[config.mk]
export PLATFORM = sky130hd
export DESIGN_NAME = decode_stage
export DESIGN_NICKNAME = d
export VERILOG_FILES = /design/src/rtl/decode_stage_pkg.sv /design/src/rtl/decode_stage_instr_decoder.sv /design/src/rtl/decode_stage.sv
export SDC_FILE = /design/constraint.sdc
export NUM_CORES = 1
export LEC_CHECK = 0
export CAP_MARGIN = 20
export CORE_ASPECT_RATIO = 0.6
export CORE_MARGIN = 2
export CORE_UTILIZATION = 36
export CTS_CLUSTER_DIAMETER = 40
export DETAILED_ROUTE_END_ITERATION = 6
export PLACE_DENSITY = 0.78
export SLEW_MARGIN = 10
export SYNTH_ARGS = -nofsm -noshare
export SYNTH_HDL_FRONTEND = slang
export SYNTH_SLANG_ARGS = --single-unit
[constraint.sdc]
create_clock -name clk -period 2.1 [get_ports clk]
set_clock_uncertainty 0.15 [all_clocks]
set_input_delay 0.315 -clock clk [delete_from_list [all_inputs] [get_ports clk]]
set_output_delay 0.315 -clock clk [all_outputs]
set_load 0.1 [all_outputs]
[src/rtl/decode_stage_pkg.sv]
// rtl/decode_stage_pkg.sv - shared MIPS opcode/funct codes and helpers for the ID stage
//
// Purpose: opcode and funct encodings, architectural register indices and the
//          immediate sign-extension helper used by decode_stage and instr_decoder.
// Ports:   none (package).

package decode_stage_pkg;

    typedef enum logic [5:0] {
        OP_RTYPE = 6'h00,
        OP_J     = 6'h02,
        OP_JAL   = 6'h03,
        OP_BEQ   = 6'h04,
        OP_BNE   = 6'h05,
        OP_LW    = 6'h23,
        OP_SW    = 6'h2B
    } opcode_e;

    localparam logic [5:0] FN_JR    = 6'h08;
    localparam logic [4:0] REG_ZERO = 5'd0;
    localparam logic [4:0] REG_RA   = 5'd31;

    function automatic logic [31:0] sign_ext16(input logic [15:0] v);
        return {{16{v[15]}}, v};
    endfunction

endpackage

[src/rtl/decode_stage_instr_decoder.sv]
// rtl/decode_stage_instr_decoder.sv - combinational opcode/funct decode for the ID stage
//
// Purpose: maps opcode/funct to destination register, write/load flags and
//          which source registers the instruction actually reads.
// Ports:
//   opcode, funct   in   instr[31:26], instr[5:0]
//   rt, rd          in   instr[20:16], instr[15:11]
//   dest            out  destination register, 0 when nothing is written
//   regwrite        out  instruction writes a non-zero GPR
//   memread         out  instruction is lw
//   uses_rs/uses_rt out  rs / rt operand is consumed

module instr_decoder
    import decode_stage_pkg::*;
#(
    parameter int REG_AW = 5
) (
    input  logic [5:0]        opcode,
    input  logic [5:0]        funct,
    input  logic [REG_AW-1:0] rt,
    input  logic [REG_AW-1:0] rd,
    output logic [REG_AW-1:0] dest,
    output logic              regwrite,
    output logic              memread,
    output logic              uses_rs,
    output logic              uses_rt
);

    logic [REG_AW-1:0] raw_dest;
    logic              raw_we;

    always_comb begin
        raw_dest = '0;
        raw_we   = 1'b0;
        memread  = 1'b0;
        case (opcode)
            OP_RTYPE: begin
                raw_dest = rd;
                raw_we   = (funct != FN_JR);
            end
            OP_LW: begin
                raw_dest = rt;
                raw_we   = 1'b1;
                memread  = 1'b1;
            end
            OP_JAL: begin
                raw_dest = REG_AW'(REG_RA);
                raw_we   = 1'b1;
            end
            default: begin
                // 0x08..0x0F: immediate ALU group, result goes to rt
                if (opcode[5:3] == 3'b001) begin
                    raw_dest = rt;
                    raw_we   = 1'b1;
                end
            end
        endcase
    end

    // A write to $0 is discarded here so downstream never sees it flagged
    assign regwrite = raw_we && (raw_dest != REG_AW'(REG_ZERO));
    assign dest     = regwrite ? raw_dest : '0;

    assign uses_rt = (opcode == OP_RTYPE) || (opcode == OP_SW) ||
                     (opcode == OP_BEQ)   || (opcode == OP_BNE);
    assign uses_rs = !((opcode == OP_J) || (opcode == OP_JAL));

endmodule

[src/rtl/decode_stage.sv]
// rtl/decode_stage.sv - MIPS ID stage: regfile read, decode, load-use hazard, ID/EX register
//
// Purpose: drives regfile read indices from the IF/ID instruction, decodes it,
//          stalls on load-use, and latches operands/control into ID/EX.
// Config:  WB_BYPASS_EN - when defined, a same-cycle WB write to rs/rt is
//          forwarded into the latched operand instead of the regfile data.
// Ports:
//   clk, reset                    clock, synchronous active-high reset
//   if_valid, if_instr, if_pc     IF/ID contents
//   ex_ready, flush               EX accept / redirect kill
//   rreg1, rreg2, rdata1, rdata2  regfile read interface
//   wb_regwrite, wb_wreg, wb_wdata  WB write port (bypass source)
//   id_stall                      combinational hold for PC and IF/ID
//   ex_*                          ID/EX register outputs

module decode_stage
    import decode_stage_pkg::*;
#(
    parameter int DATA_W = 32,
    parameter int REG_AW = 5
) (
    input  logic              clk,
    input  logic              reset,
    input  logic              if_valid,
    input  logic [31:0]       if_instr,
    input  logic [31:0]       if_pc,
    input  logic              ex_ready,
    input  logic              flush,
    output logic [REG_AW-1:0] rreg1,
    output logic [REG_AW-1:0] rreg2,
    input  logic [DATA_W-1:0] rdata1,
    input  logic [DATA_W-1:0] rdata2,
    input  logic              wb_regwrite,
    input  logic [REG_AW-1:0] wb_wreg,
    input  logic [DATA_W-1:0] wb_wdata,
    output logic              id_stall,
    output logic              ex_valid,
    output logic [31:0]       ex_pc,
    output logic [DATA_W-1:0] ex_rs_val,
    output logic [DATA_W-1:0] ex_rt_val,
    output logic [31:0]       ex_imm,
    output logic [REG_AW-1:0] ex_dest,
    output logic [5:0]        ex_opcode,
    output logic [5:0]        ex_funct,
    output logic              ex_memread,
    output logic              ex_regwrite
);

    logic [5:0]        opcode;
    logic [5:0]        funct;
    logic [REG_AW-1:0] rd_idx;
    logic [REG_AW-1:0] dec_dest;
    logic              dec_regwrite;
    logic              dec_memread;
    logic              dec_uses_rs;
    logic              dec_uses_rt;
    logic              hz;
    logic [DATA_W-1:0] rs_val;
    logic [DATA_W-1:0] rt_val;

    assign opcode = if_instr[31:26];
    assign funct  = if_instr[5:0];
    assign rreg1  = if_instr[21 +: REG_AW];
    assign rreg2  = if_instr[16 +: REG_AW];
    assign rd_idx = if_instr[11 +: REG_AW];

    instr_decoder #(.REG_AW(REG_AW)) u_dec (
        .opcode   (opcode),
        .funct    (funct),
        .rt       (rreg2),
        .rd       (rd_idx),
        .dest     (dec_dest),
        .regwrite (dec_regwrite),
        .memread  (dec_memread),
        .uses_rs  (dec_uses_rs),
        .uses_rt  (dec_uses_rt)
    );

    // Load in EX whose result the instruction in ID needs: data only exists after MEM
    assign hz = ex_valid && ex_memread && (ex_dest != '0) && if_valid &&
                ((dec_uses_rs && (ex_dest == rreg1)) ||
                 (dec_uses_rt && (ex_dest == rreg2)));

    assign id_stall = (hz || !ex_ready) && !flush;

`ifdef WB_BYPASS_EN
    assign rs_val = (wb_regwrite && (wb_wreg != '0) && (wb_wreg == rreg1)) ? wb_wdata : rdata1;
    assign rt_val = (wb_regwrite && (wb_wreg != '0) && (wb_wreg == rreg2)) ? wb_wdata : rdata2;
`else
    // Regfile is write-before-read, so its read data is already current
    logic unused_wb;
    assign unused_wb = ^{wb_regwrite, wb_wreg, wb_wdata};
    assign rs_val    = rdata1;
    assign rt_val    = rdata2;
`endif

    always_ff @(posedge clk) begin
        if (reset) begin
            ex_valid    <= 1'b0;
            ex_pc       <= '0;
            ex_rs_val   <= '0;
            ex_rt_val   <= '0;
            ex_imm      <= '0;
            ex_dest     <= '0;
            ex_opcode   <= '0;
            ex_funct    <= '0;
            ex_memread  <= 1'b0;
            ex_regwrite <= 1'b0;
        end else if (flush) begin
            ex_valid <= 1'b0;
        end else if (ex_ready) begin
            if (hz) begin
                // Bubble; the stalled instruction stays in IF/ID and retries next cycle
                ex_valid    <= 1'b0;
                ex_regwrite <= 1'b0;
                ex_memread  <= 1'b0;
            end else begin
                ex_valid    <= if_valid;
                ex_pc       <= if_pc;
                ex_rs_val   <= rs_val;
                ex_rt_val   <= rt_val;
                ex_imm      <= sign_ext16(if_instr[15:0]);
                ex_dest     <= if_valid ? dec_dest : '0;
                ex_opcode   <= opcode;
                ex_funct    <= funct;
                ex_memread  <= if_valid && dec_memread;
                ex_regwrite <= if_valid && dec_regwrite;
            end
        end
    end

endmodule

=== Yosys cells after proc, flatten, opt, wreduce, memory -nomap -nowiden ===
Index checks and enable logic that the tools add are counted.

* Register bits: 132
* Bits of input ports: 171
* Output and inout port bits: 159
* Logic and storage cells: 58

* Equality and inequality tests: 10
* Mux-type cells: 10
* Bitwise gates (word level): 2
* Reductions and logical operators: 26

{| class="wikitable"
|+ Operators with widths
! kind !! number
|-
| 5-bit 2-to-1 mux || 3
|-
| 5-bit case mux with 3 select lines || 1
|-
| 6-bit by 2-bit equality test with 1-bit output, second input constant || 2
|-
| 6-bit by 3-bit equality test with 1-bit output, second input constant || 2
|-
| 6-bit equality test, second input constant || 2
|-
| 5-bit equality test || 2
|-
| 1-bit logical AND || 10
|-
| 5-bit nonzero test || 2
|-
| 6-bit zero test || 1
|-
| 1-bit logical OR || 6
|-
| 6-bit by 4-bit != test with 1-bit output, second input constant || 1
|-
| 1-bit 2-to-1 mux || 5
|-
| 2-bit OR reduction || 2
|-
| 3-bit by 1-bit equality test with 1-bit output, second input constant || 1
|-
| 1-bit zero test || 3
|-
| 3-bit AND reduction || 1
|-
| 1-bit inverter || 2
|-
| 1-bit case mux with 2 select lines || 1
|-
| 2-bit AND reduction || 1
|}

=== Longest topological paths before layout ===
* Word-level depth: 9
* Depth in mapped cells: 9

=== Cells and area by module ===
Synthesis repeated with hierarchy kept, for this count alone.

* Cell total of the unflattened synthesis: 930
* Area, all modules: 8,021.4 um^2

{| class="wikitable"
|+ Modules (own cells, without submodules)
! module !! instances !! cells each !! area an instance (um^2) !! sequential area each (um^2)
|-
| decode_stage || 1 || 888 || 7,698.6 || 2,522.4
|-
| instr_decoder || 1 || 42 || 322.8 || 0.0
|}

=== Worst setup path after synthesis ===
Ideal clock, no wire load.

* Kind: register to output
* Start: register ex_dest[0]
* End: output id_stall
* Data arrival time: 3,270 ps
* Data required time: 1,635 ps
* Path slack: -1,635 ps
* Stages on the path, launching flop included: 6
* Buffers on the path: 0
* Path through: dfxtp_1 -> or4_1 -> o2111ai_2 -> o41ai_1 -> nor2_1 -> nor2_1

* Word-level cells in the longest chain between the ends: 6
* Elaborated cells between the ends (all ways): 11
* Those cells by class: eq/ne: 2; reduce/logical: 9

{| class="wikitable"
|+ RTL lines
! item !! line !! source
|-
| start: declaration || decode_stage.sv:42 || <nowiki>output logic [REG_AW-1:0] ex_dest,</nowiki>
|-
| start signal: assignment || decode_stage.sv:123 || <nowiki>ex_dest <= if_valid ? dec_dest : '0;</nowiki>
|-
| 5-bit equality test, or another cell as far along || decode_stage.sv:81 || <nowiki>((dec_uses_rs && (ex_dest == rreg1)) ||</nowiki>
|-
| 1-bit logical AND (on tied branches) || decode_stage.sv:81, decode_stage.sv:80, decode_stage.sv:82 ||
|-
| 1-bit logical OR or 1-bit logical AND (tied branches) || decode_stage.sv:81, decode_stage.sv:80 ||
|-
| 1-bit logical AND (*) || decode_stage.sv:80 || <nowiki>assign hz = ex_valid && ex_memread && (ex_dest != '0) && if_valid &&</nowiki>
|-
| 1-bit logical OR (*) || decode_stage.sv:84 || <nowiki>assign id_stall = (hz || !ex_ready) && !flush;</nowiki>
|-
| 1-bit logical AND (*) || decode_stage.sv:84 ||
|-
| end: declaration || decode_stage.sv:36 || <nowiki>output logic id_stall,</nowiki>
|}

Mark *: on every way between the ends. The rest lies on a longest branch, timed or not.

=== Worst setup path in the final report ===
* Start: register ex_dest[0]
* End: register ex_imm[8]

* Word-level cells in the longest chain between the ends: 6
* Elaborated cells between the ends (all ways): 11
* Those cells by class: eq/ne: 2; bitwise: 1; reduce/logical: 8

{| class="wikitable"
|+ RTL lines
! item !! line !! source
|-
| 5-bit equality test, or another cell as far along || decode_stage.sv:81 ||
|-
| 1-bit logical AND (on tied branches) || decode_stage.sv:81, decode_stage.sv:80, decode_stage.sv:82 ||
|-
| 1-bit logical OR or 1-bit logical AND (tied branches) || decode_stage.sv:81, decode_stage.sv:80 ||
|-
| 1-bit logical AND (*) || decode_stage.sv:80 ||
|-
| 1-bit inverter (no source line) (*) || n/a ||
|-
| 3-bit AND reduction (no source line) (*) || n/a ||
|-
| end signal: assignment || decode_stage.sv:122 || <nowiki>ex_imm <= sign_ext16(if_instr[15:0]);</nowiki>
|-
| end: declaration || decode_stage.sv:41 || <nowiki>output logic [31:0] ex_imm,</nowiki>
|}

Marked as above.
A chain may end at the register's enable or synchronous reset.

==> qor.log <==
INFO  critical_path  critical_path.cell_chain=or4_4, o2111ai_4, buf_6, nor4b_4, buf_4, nor3_4, buf_6, bufbuf_16, mux2i_1
INFO  synth          synth_compound_gate_area_share=0.0266
INFO  clocking       cts-root-buf=clkbuf_16
INFO  clocking       worst_setup_hold_path_clk_slew=0.06ns
INFO  hold_path      holdCritStartpoint=if_instr[27]
INFO  sta            slew_headroom=0.674
INFO  grt            antenna_found_initial=2
INFO  drt            totalWireLength=18300um
INFO  critical_path  crit-reg2reg-launch=ex_dest[0]$_SDFFE_PP0P_
INFO  clocking       numClockSinks=126
INFO  synth          synth.area.mux_share=0.198
INFO  synth          synthCells=626
INFO  critical_path  critical_path.reg2reg.endpoint=ex_imm[8]$_SDFFE_PP0P_
INFO  sta            maxSlewViolCount=0
INFO  sta            finalWorstSetupSlack=-0.520ns
INFO  sta            fmaxAchievable=382MHz
INFO  die            placement_rows=37
INFO  sta            rsz0062_at_grt=true
INFO  clocking       cts_inserted_buffers=17
INFO  status         violations=setup timing
INFO  grt            gr-usage-all-layers=0.197
INFO  power          ir_worst_vdd=0.000520V
INFO  die            ioPinCount=330
INFO  die            die_height=106um
INFO  cells_and_area final-instance-count-excl-fill=1192
INFO  sta            share_of_the_clock_period_used_by_the_worst_path_after_layout=1.25
INFO  synth          main_combinational_cell_family_by_area_after_synthesis=simple AND/OR/NAND/NOR gates
INFO  clocking       clock_tree.htree_level_count=4
INFO  synth          post_synth.cell_area_avg=9.93um^2
INFO  sta            final_hold_viol_count=0
INFO  cells_and_area area_delta_synth_final=69.3%
INFO  placed_design  final_hpwl_dp=12700um
INFO  placed_design  dpl_ws=-0.746ns
INFO  critical_path  worstSetupEndpointType=flip-flop
INFO  die            overall_die_width=174um
INFO  synth          synth.ff_latch_count=126
INFO  sta            report.final.setup_viol=127
INFO  critical_path  timing.critical_path.slowest_cell_delay=0.56ns
INFO  synth          synthesis.area=6210um^2
INFO  drt            drc=0
INFO  synth          synth_largest_area_cell=dfxtp_1
INFO  synth          post-synth-top-area-fraction=0.406
INFO  synth          ys_seq_area_frac=0.406
INFO  power          power.total=0.00783W
INFO  synth          synth.area.top_cells=dfxtp_1 41%, nand2b_1 25%, mux2i_1 20%
INFO  die            floorplan.die_area=18400um^2
INFO  sta            tightest_slew=0.487ns
INFO  synth          synth_simple_gate_area_share=0.270
INFO  synth          number_of_nets_in_the_synthesized_netlist=797
INFO  drt            wire_per_inst=15.3um
INFO  cells_and_area nets=1114
INFO  critical_path  data_arrival_time_of_the_critical_path=2.80ns
INFO  synth          ys_warn_count=0
INFO  sta            tmin_final=2.62ns
INFO  clocking       tritoncts=done
INFO  cells_and_area layout-drive-gt1-share=0.308
INFO  critical_path  worst_r2r_path_depth=9
INFO  hold_path      hold_path_cell_cnt=3
INFO  critical_path  worstSetupPathType=flip-flop to flip-flop
INFO  sta            finalHoldWorstSlack=0.230ns
INFO  power          power_leakage=4.43nW
INFO  clocking       clk_latency=0.40ns
INFO  die            core_area=17000um^2
INFO  drt            dr.pass1.iters=5
INFO  cells_and_area fillers=1417
INFO  grt            global_route.overflow_total=0
INFO  grt            grt_first_pass_wirelength=28500um
INFO  critical_path  crit_required=2.28ns
INFO  run            number_of_max_capacitance_violations_reported=0
INFO  power          pwr_density=744nW/um^2
INFO  synth          synthAdderAreaFrac=0
INFO  critical_path  worstPathMaxFanout=8
INFO  drt            drt_iter0_markers=227
INFO  placed_design  dpl.cell_count=1136
INFO  synth          post_synth_xor_area_fraction=0.0141
INFO  clocking       ctsLongestPathBuffers=2
INFO  critical_path  critical-path-slowest-cell=or4_4
INFO  hold_path      worstHoldEndpoint=ex_opcode[1]$_SDFFE_PP0P_
INFO  drt            vias=5287
INFO  synth          synth_cell_types=35
INFO  drt            mean_number_of_vias_per_cell=4.44
INFO  placed_design  port_buffers=291
INFO  die            start_util=0.365
INFO  critical_path  crit_path_frequent_cell=buf_6
INFO  status         outcome=finished, violations left
INFO  hold_path      hp-class=primary input to flip-flop
INFO  grt            grt_start_max_net_pins=99
INFO  grt            grt_pass1_vias=5261
INFO  sta            fin_tns_setup=-53.37ns
INFO  critical_path  launching_element_type_of_the_critical_path=flip-flop
INFO  critical_path  worst-r2r-setup-slack=-0.52ns
INFO  drt            detail-route-antenna-nets=0
INFO  placed_design  gp_routability_congestion=0.888
-- through the flow --
step / util / instance area (um^2)
2_1_floorplan: - / 6270
3_3_place_gp: 0.555 / 9460
5_1_grt: 0.617 / 10500
4_1_cts: 0.625 / 10600
3_5_place_dp: 0.555 / 9460
6_report: 0.618 / 10500
-- registers in the layout, summed over array words and instances, names as in the netlist --
register	count
ex_pc	32
ex_dest	5
ex_rs_val	32
ex_rt_val	32
ex_regwrite	1
ex_memread	1
ex_valid	1
ex_imm	16
ex_opcode	6
-- power breakdown --
| part | internal (W) | switching [W] | leakage [nW] | total, W |
|---|---|---|---|---|
| Sequential | 0.00250 | 0.0000733 | 1.04 | 0.00257 |
| Combinational | 0.000821 | 0.00147 | 3.10 | 0.00230 |
| Clock | 0.00182 | 0.00114 | 0.291 | 0.00296 |
-- logic make-up (layout without fill, tap and decap cells) --
family,after synthesis,count (layout)
buffers and inverters,77,407
XOR/XNOR,10,10
AO/OA/AOI/OAI,18,18
other,0,2
AND/OR/NAND/NOR,272,272
multiplexers,123,123
flip-flops,126,126
-- per-layer routing --
layer,vias to the layer above,track usage,share of wire
li1,2662,-,-
met1,2426,0.266,0.47
met2,188,0.295,0.43
met3,11,0.0736,0.088
met4,0,0.0522,0.0089
met5,-,0,0
-- area by class of cell --
class | count | area, um^2 | share of cell area
inverter | 3 | 11.3 | 0.00107
clock inverter | 12 | 135 | 0.0128
antenna | 2 | 5.00 | 0.000476
sequential | 126 | 2550 | 0.242
tap | 234 | 293 | 0.0278
timing repair buffer | 372 | 3800 | 0.362
multi-input combinational | 423 | 3270 | 0.311
clock buffer | 20 | 457 | 0.0434
-- worst max path at each step --
| stage | from | end | slack, ns |
|---|---|---|---|
| after floorplan | ex_dest[4]$_SDFFE_PP0P_ | id_stall | -0.23 |
| after global placement | if_instr[28] | ex_opcode[5]$_SDFFE_PP0P_ | -0.65 |
| after detailed placement | if_instr[28] | ex_pc[19]$_SDFFE_PP0P_ | -0.75 |
| after CTS | ex_dest[2]$_SDFFE_PP0P_ | ex_rt_val[23]$_SDFFE_PP0P_ | -0.47 |
| after global routing | ex_dest[0]$_SDFFE_PP0P_ | ex_rt_val[11]$_SDFFE_PP0P_ | -0.61 |
| final | ex_dest[0]$_SDFFE_PP0P_ | ex_imm[8]$_SDFFE_PP0P_ | -0.52 |
-- Yosys cell counts --
library cell / n
nand2b_1: 244
dfxtp_1: 126
mux2i_1: 123
buf_4: 39
clkbuf_1: 27
nor2_1: 7
xnor2_1: 7
nand2_1: 6
a221o_1: 5
buf_12: 5
nor3_1: 4
inv_1: 3
xor2_1: 3
a32o_1: 2
buf_2: 2
o22ai_1: 2
o32a_1: 2
or4_1: 2
a2111oi_0: 1
a211o_1: 1
a21oi_1: 1
buf_8: 1
nand3_1: 1
nand4_1: 1
nor2b_1: 1
nor4_1: 1
nor4b_1: 1
nor4b_2: 1
o2111ai_1: 1
o2111ai_2: 1
o21a_1: 1
o41ai_1: 1
or2_1: 1
or2_2: 1
or3_1: 1
-- cells in the final DEF, fill, tap and decap left out, types with 4 or more instances in the layout --
cell             instances
a221o_1                  5
clkbuf_16               18
clkinv_4                 4
nand2_1                  6
dfxtp_4                  7
nand2b_1               244
buf_12                  39
mux2i_1                122
clkdlybuf4s50_1        126
dfxtp_1                118
buf_4                  180
xnor2_1                  4
buf_16                   4
nor2_1                   5
buf_6                   13
-- worst max-delay path, delay by kind of cell, from the launching register on --
kind / cells / cell delay [ns]
buffers and inverters: 4 / 0.79
AND/OR/NAND/NOR: 3 / 0.86
AO/OA/AOI/OAI: 1 / 0.24
flip-flops: 1 / 0.34
multiplexers: 1 / 0.17
-- timing repair --
action / CTS / global route
gates resized for setup: 32 / 15
hold buffers: 0 / 0
endpoints found under the setup margin: 126 / 127
buffers inserted: 18 / 4
gates cloned: 11 / 1
pin swaps: 7 / 4
(Power assumes the default switching activity.)
==> patch (config.mk and constraints unchanged) <==
`REG_AW` is set to 5 in 2 places; all go to 6.
--- a/src/rtl/decode_stage_instr_decoder.sv
+++ b/src/rtl/decode_stage_instr_decoder.sv
@@ -14,5 +14,5 @@
     import decode_stage_pkg::*;
 #(
-    parameter int REG_AW = 5
+    parameter int REG_AW = 6
 ) (
     input  logic [5:0]        opcode,
--- a/src/rtl/decode_stage.sv
+++ b/src/rtl/decode_stage.sv
@@ -18,5 +18,5 @@
 #(
     parameter int DATA_W = 32,
-    parameter int REG_AW = 5
+    parameter int REG_AW = 6
 ) (
     input  logic              clk,
Interface: changed (resized ex_dest, rreg1, rreg2 and wb_wreg); port bits go from 330 to 334. The function was not compared with the original's and may differ.
==> patch against the unedited design <==
The run still ends with negative setup slack left. Design area is 0.30% lower. Non-clock buffer count decreased by 7. Clock power up 5%. Wire length grew 0.94%. Worst setup slack improved by 110 ps. Power up 1.5%. Synthesized area up 2.6%. Die area up 2.5%. Combinational power decreased by 2%. Sequential cell count rose by 1.
==> patch: results (changes against the unedited design) <==
sta:
  tns_ps: -30050  # +23,320 ps
  hold_slack_ps: 214  # -15.6 ps
  tightest_slew_ps: 820  # +333 ps
  postLayoutSetupSlackWorst_ps: -413  # +107 ps
  finalSetupViolCount: 126  # -0.79%
logic_synthesis:
  synthDistinctLibCells: 39  # +11%
  seq_area_frac_synth: 0.399  # -0.00722
  synth_area_leaders: "dfxtp_1 (40%), nand2b_1 (24%), mux2i_1 (19%), buf_4 (4.7%), buf_12 (1.9%)"
  synth-xor-area-share: 0.0165  # +0.00239
  synth.cells.most_frequent: "nand2b_1 (244), dfxtp_1 (127), mux2i_1 (124)"
  synth-compound-area-share: 0.0214  # -0.00519
  synthMuxAreaShare: 0.195  # -0.00348
  syn_inst: 642  # +2.6%
cells_and_area:
  multi_input_area_um2: 3390  # +3.8%
  num-nets-final: 1122  # +0.72%
  drive_gt1_frac: 0.303  # -0.00431
  diodes: 1  # -1
  multi_input_cells: 438  # +3.5%
  nonClkBufAreaFrac: 0.345  # -0.0169
  inv_count: 1  # -2
  n_all_buffers: 365  # -1.9%
  final.fill_count: 1444  # +1.9%
  clock_buffers: 18  # -10%
  final_util: 0.609  # -0.00846
  regArea_um2: 2570  # +0.93%
  clkCellAreaFrac: 0.0582  # +0.00196
worst_hold_path:
  hold_start: "reset"
  hold-path-endpoint: "ex_regwrite$_SDFFE_PP0P_"
  hold_depth: 5  # +2
worst_setup_path:
  reg2reg_to: "ex_rt_val[23]$_SDFFE_PP0P_"
  cpLargestDelayFamily: "buffers and inverters"
  cp_slowest_cell: "dfxtp_4"
  reg2reg_slack_ps: -190  # +330 ps
  cp_max_fo: 4  # -4
outcome:
  status: "finished, violations left"
  violations: "negative setup slack"
routing:
  drtIter0Drc: 199  # -12%
  drt-total-wl_mm: 18.4  # +0.94%
  wl_per_cell_um: 15.4  # +0.44%
  firstDrtPassIters: 4  # -1
  vias: 5400  # +2.1%
global_route:
  antenna_found_initial: 0  # -2
  grt_pass1_vias: 5336  # +1.4%
power:
  peakVddDrop_mv: 0.520  # about the same
floorplan:
  die_area_um2: 18800  # +2.5%
placement:
  place_ws_ps: -640  # +106 ps
  place_congestion: 0.761  # -14%
  place_area_um2: 9590  # +1.5%
  dp_hpwl_mm: 13.3  # +4.5%
clocking:
  insertion_delay_ps: 410
==> patch: logic make-up (layout without fill, tap and decap cells) <==
logic type	count (synthesis)	in the layout
compound gates	16	16
xor+xnor	12	12
buf+inv	77	398
simple gates	286	286
mux	124	124
flops	127	127
other cells	0	1
==> patch: worst max-delay path by stage <==
stage | startpoint | endpoint | slack [ps] | cells past startpoint
after floorplan | ex_dest[1]$_SDFFE_PP0P_ | id_stall | -150 | 5
after global placement | if_instr[28] | ex_dest[1]$_SDFFE_PP0P_ | -580 | 8
after detailed placement | if_instr[28] | ex_rs_val[14]$_SDFFE_PP0P_ | -640 | 8
after CTS | ex_dest[4]$_SDFFE_PP0P_ | id_stall | -480 | 7
after global routing | ex_dest[2]$_SDFFE_PP0P_ | id_stall | -510 | 9
final | ex_dest[2]$_SDFFE_PP0P_ | id_stall | -410 | 9
==> patch: repair_timing <==
| action | 4_1_cts | 5_1_grt |
|---|---|---|
| hold endpoints to repair | 0 | 0 |
| buffers inserted | 7 | 5 |
| setup endpoints to repair | 126 | 128 |
| cloned | 3 | 0 |
| pin swaps | 6 | 7 |
| gates resized for setup | 15 | 8 |
==> patch: metal layers <==
metal,vias up,global-route usage,part of all wire
met4,0,0.0443,0.0061
met2,187,0.307,0.46
met3,11,0.0709,0.088
li1,2705,-,-
met5,-,0,0
met1,2497,0.250,0.45
==> patch: worst reg2reg max path: stages, from the launching register on <==
cell       delay [ps]
dfxtp_4           360
nor4_2            270
buf_4             180
o2bb2ai_4         120
nor4_4             70
buf_4             140
nor3_2            250
buf_6             200
bufbuf_16         310
mux2i_1           190
==> patch: power by group <==
group / total, µW / switching (µW) / internal, µW
Clock: 3100 / 1210 / 1890
Combinational: 2260 / 1480 / 781
Sequential: 2590 / 68.7 / 2520
